$ cat config.mk
export PLATFORM = sky130hd
export DESIGN_NAME = fifo_32x32_ctrl
export DESIGN_NICKNAME = d
export VERILOG_FILES = /design/src/rtl/fifo_32x32_ctrl.sv
export SDC_FILE = /design/constraint.sdc
export NUM_CORES = 1
export LEC_CHECK = 0
export CAP_MARGIN = 0
export CORE_MARGIN = 4
export CORE_UTILIZATION = 32
export DETAILED_ROUTE_END_ITERATION = 6
export HOLD_SLACK_MARGIN = 0.05
export PLACE_DENSITY_LB_ADDON = 0.2
export SYNTH_ARGS = -nofsm -noshare
export SYNTH_HDL_FRONTEND = slang
export SYNTH_SLANG_ARGS = --single-unit
$ cat constraint.sdc
create_clock -name clock -period 7.2 [get_ports clock]
set_input_delay 1.08 -clock clock [delete_from_list [all_inputs] [get_ports clock]]
set_output_delay 1.08 -clock clock [all_outputs]
set_load 0.01 [all_outputs]
$ cat src/rtl/fifo_32x32_ctrl.sv
// fifo_32x32_ctrl: 32-entry x 32-bit FIFO controller driving an external
// dual-port SRAM with an asynchronous read port. It keeps the pointers,
// occupancy and sticky error flags. The storage itself lives in the macro.
module fifo_32x32_ctrl #(
  parameter int unsigned ALMOST_FULL_LEVEL = 28
) (
  input  logic        clock,
  input  logic        reset,
  input  logic        clear,
  input  logic        push,
  input  logic [31:0] pushData,
  input  logic        pop,
  output logic [31:0] popData,
  output logic        full,
  output logic        empty,
  output logic        almostFull,
  output logic [5:0]  fillLevel,
  output logic        overflow,
  output logic        underflow,
  output logic        memWriteEnable,
  output logic [4:0]  memWriteAddress,
  output logic [31:0] memWriteData,
  output logic [4:0]  memReadAddress,
  input  logic [31:0] memReadData
);

  localparam int unsigned DEPTH  = 32;
  localparam logic [5:0]  AF_LVL = 6'(ALMOST_FULL_LEVEL);
  localparam logic [5:0]  FULL_C = 6'(DEPTH);

  logic [4:0] wr_ptr_q, wr_ptr_d;
  logic [4:0] rd_ptr_q, rd_ptr_d;
  logic [5:0] count_q,  count_d;
  logic       ovf_q,    ovf_d;
  logic       udf_q,    udf_d;

  logic       full_w, empty_w;
  logic       push_acc, pop_acc;

  // Status is decoded from the registered count only, so push/pop never
  // reach these flags combinationally.
  assign full_w     = (count_q == FULL_C);
  assign empty_w    = (count_q == 6'd0);
  assign full       = full_w;
  assign empty      = empty_w;
  assign almostFull = (count_q >= AF_LVL);
  assign fillLevel  = count_q;
  assign overflow   = ovf_q;
  assign underflow  = udf_q;

  // A push into a full FIFO is legal only when a pop frees the head slot in
  // the same cycle. There is no fall-through: a pop on empty is always
  // rejected, even with a simultaneous push.
  assign push_acc = push & ~clear & (~full_w | pop);
  assign pop_acc  = pop  & ~clear & ~empty_w;

  // SRAM port wiring. When full with push+pop, both addresses are the same.
  // The asynchronous read returns the old head before the write lands.
  assign memWriteEnable  = push_acc;
  assign memWriteAddress = wr_ptr_q;
  assign memWriteData    = pushData;
  assign memReadAddress  = rd_ptr_q;
  assign popData         = memReadData;

  // Next-state: pointers wrap naturally at 5 bits, count tracks net change,
  // and clear flushes everything except the SRAM contents.
  always_comb begin
    wr_ptr_d = wr_ptr_q;
    rd_ptr_d = rd_ptr_q;
    count_d  = count_q;
    ovf_d    = ovf_q;
    udf_d    = udf_q;
    if (clear) begin
      wr_ptr_d = 5'd0;
      rd_ptr_d = 5'd0;
      count_d  = 6'd0;
      ovf_d    = 1'b0;
      udf_d    = 1'b0;
    end else begin
      if (push_acc) wr_ptr_d = wr_ptr_q + 5'd1;
      if (pop_acc)  rd_ptr_d = rd_ptr_q + 5'd1;
      case ({push_acc, pop_acc})
        2'b10:   count_d = count_q + 6'd1;
        2'b01:   count_d = count_q - 6'd1;
        default: count_d = count_q;
      endcase
      if (push & full_w & ~pop) ovf_d = 1'b1;
      if (pop & empty_w)        udf_d = 1'b1;
    end
  end

  // State registers with asynchronous reset.
  always_ff @(posedge clock or posedge reset) begin
    if (reset) begin
      wr_ptr_q <= 5'd0;
      rd_ptr_q <= 5'd0;
      count_q  <= 6'd0;
      ovf_q    <= 1'b0;
      udf_q    <= 1'b0;
    end else begin
      wr_ptr_q <= wr_ptr_d;
      rd_ptr_q <= rd_ptr_d;
      count_q  <= count_d;
      ovf_q    <= ovf_d;
      udf_q    <= udf_d;
    end
  end

endmodule

==> impl_metrics.py <==
metrics = {
    "outcome": {
        "status": "completed",
    },
    "timing": {
        "tns_ps": 0,
        "setup_violations": 0,
        "rsz0062_at_grt": "no",
        "maxSlewHeadroom_pct": 48.3,
        "timing.final.crit_share_pct": 58.8,
        "timing.fmax_ghz": 0.236,
        "tightest_slew_ps": 773,
        "min_period_ps": 4230,
        "fin_skew_ps": 4.19,
        "hold_viol": 0,
        "slew_violations": 0,
    },
    "routing": {
        "wl_per_cell_um": 17.2,
        "drcViolationCount": 0,
        "drtIter0Drc": 49,
        "via_count": 930,
        "drtAntennaViolNets": 0,
        "wl_mm": 3.19,
        "dr.pass1.iters": 4,
        "drt-vias-per-instance": 5.00,
    },
    "finish": {
        "num_antenna_cells": 0,
        "fin_nets": 209,
        "seqCellArea_sq_um": 450,
        "syn2layout_area_growth_pct": -7.30,
        "multi_input_area_sq_um": 572,
        "drive_gt1_share_pct": 8.21,
        "fin_cells": 186,
        "nFillCells": 468,
    },
    "cts": {
        "path_clk_slew_ps": 70,
        "cts_resized": 0,
        "cts.hold.buffers_added": 0,
        "cts_root_buf": "clkbuf_8",
        "cts_num_sinks": 18,
        "cts_setup_buffers": 0,
        "clk_latency_ps": 250,
        "cts_tree": "yes",
        "cts-buffers-inserted": 3,
        "max-clock-path-buffers": 2,
        "htree_levels": 1,
    },
    "floorplan": {
        "initial_core_util_pct": 34.1,
        "fp.dieArea_sq_um": 5940,
        "die_w_um": 77.0,
        "coreArea_sq_um": 4470,
        "ios": 155,
        "die_h_um": 77.0,
        "rows": 24,
    },
    "synthesis": {
        "synth_top_area_share_pct": 31.5,
        "synth_flop_cell": "dfrtp_1",
        "synth_edf_count": 0,
        "syn_inst": 171,
        "ys_top_cells_by_area": "buf_4, dfrtp_1, xor2_1",
        "synth_cell_types": 33,
        "synth_common_cells": "buf_4, nor2_1, dfrtp_1",
        "synth_nets": 245,
        "synth_most_common_cell": "buf_4",
        "ys_seq_elements": 18,
        "async_flop_share_pct": 100,
        "seq_area_frac_synth_pct": 29.5,
        "synthesis.area_sq_um": 1530,
        "syn_avg_cell_area_sq_um": 8.92,
        "yosysTopAreaCell": "buf_4",
        "yosysWarningCount": 0,
    },
    "pwr": {
        "p_leak_uw": 0.000644,
        "ir_drop_uv": 128,
        "power_density_nw_per_um2": 274,
        "power_uw": 388,
    },
    "global_routing": {
        "grt_pass1_wl_mm": 5.15,
        "antenna_found_initial": 0,
        "grt_overflow": 0,
        "grt_pass1_vias": 979,
        "grtUsageTotal_pct": 10.7,
        "grt_max_degree": 22,
    },
    "worst_setup_path": {
        "cp-start-kind": "input port",
        "cp_max_fo": 21,
        "worstPathArrival_ps": 4400,
        "required_ps": 7370,
        "rr_worst_depth": 11,
        "end_kind": "register",
        "critPathKind": "input port to register",
    },
    "placed_design": {
        "port_buffers": 26,
        "gp_congestion": 0.711,
        "place_inst": 182,
        "place_hpwl_mm": 2.48,
    },
    "job": {
        "cap_violations": 0,
    },
    "hold_path": {
        "hold_class": "register to register",
        "hold_path_depth": 2,
    },
}
==> report_power, final <==
part           internal (uW)  leakage, uW  switching (uW)  total [uW]
logic                   83.1     0.000369            85.8         169
registers                116     0.000247            21.3         137
clock network           48.5    0.0000288            33.1        81.7
==> cells in the final DEF (no fill, tap or decap) <==
cell type / count
a21oi_1: 4
a22oi_2: 1
a311o_1: 1
a31o_2: 1
and2_1: 1
and2_2: 1
and2b_2: 1
clkbuf_8: 4
clkdlybuf4s50_1: 26
dfrtp_1: 18
ha_1: 5
inv_1: 3
mux2i_1: 6
nand2_1: 6
nand4_1: 4
nor2_1: 21
nor2b_1: 1
nor3_1: 1
nor3_2: 1
nor3b_1: 1
nor4_1: 1
nor4b_1: 1
o211a_1: 1
o211ai_2: 1
o21a_1: 2
o21ai_0: 3
o31ai_1: 1
or3_1: 2
or3b_4: 1
or4_1: 1
xnor2_1: 3
xor2_1: 10
==> logic make-up after synthesis <==
family / Yosys count / synth area share, %
xor+xnor: 13 / 7.47
compound gates: 15 / 7.30
fa+ha+maj: 5 / 4.10
buf+inv: 70 / 33.0
simple gates: 44 / 14.7
flops: 18 / 29.5
mux: 6 / 3.94
==> stage by stage <==
| stage | setup WS [ps] | area [sq um] | hold WS, ps | util, % |
|---|---|---|---|---|
| 3_5_place_dp | 2660 | 1360 | 496 | 30.4 |
| 2_1_floorplan | 3910 | 1530 | 526 | - |
| 6_report | 2970 | 1410 | 505 | 31.6 |
| 4_1_cts | 2940 | 1410 | 513 | 31.6 |
| 5_1_grt | 2750 | 1410 | 533 | 31.6 |
| 3_3_place_gp | 2770 | 1360 | 481 | 30.4 |
==> sequential cells by signal, summed over array words and instances, names as in the netlist <==
register / count
fillLevel: 6
memReadAddress: 5
memWriteAddress: 5
overflow: 1
underflow: 1
==> area by class of cell <==
class                           count  share of cell area (%)
Timing Repair Buffer               26                    18.4
Tap cell                           52                    4.60
Multi-Input combinational cell     83                    40.4
Sequential cell                    18                    31.9
Clock buffer                        4                    3.89
Inverter                            3                   0.796
==> worst max-delay path, cell delays in order <==
cell and delay [ps]:
clkdlybuf4s50_1 810, or3b_4 590, nor2_1 410, ha_1 380
nand2_1 110, or3_1 120, o211ai_2 100, o21a_1 190
or4_1 460, a21oi_1 140
==> per-layer routing <==
metal	up-vias	part of all wire, %	GRT usage, %
li1	426	-	-
met1	413	37	11.6
met2	63	45	16.1
met3	28	14	6.56
met4	0	3.9	5.34
met5	-	0	0.909
==> final timing paths <==
| check | start | to | slack (ps) |
|---|---|---|---|
| max in group asynchronous | reset | memReadAddress[3] | 5530 |
| min in group asynchronous | reset | memReadAddress[0] | 1230 |
| max | clear | fillLevel[5] | 2970 |
| min reg2reg | overflow | overflow | 510 |
| min | overflow | overflow | 510 |
| max reg2reg | fillLevel[0] | fillLevel[5] | 4330 |
(Power assumes the default switching activity.)
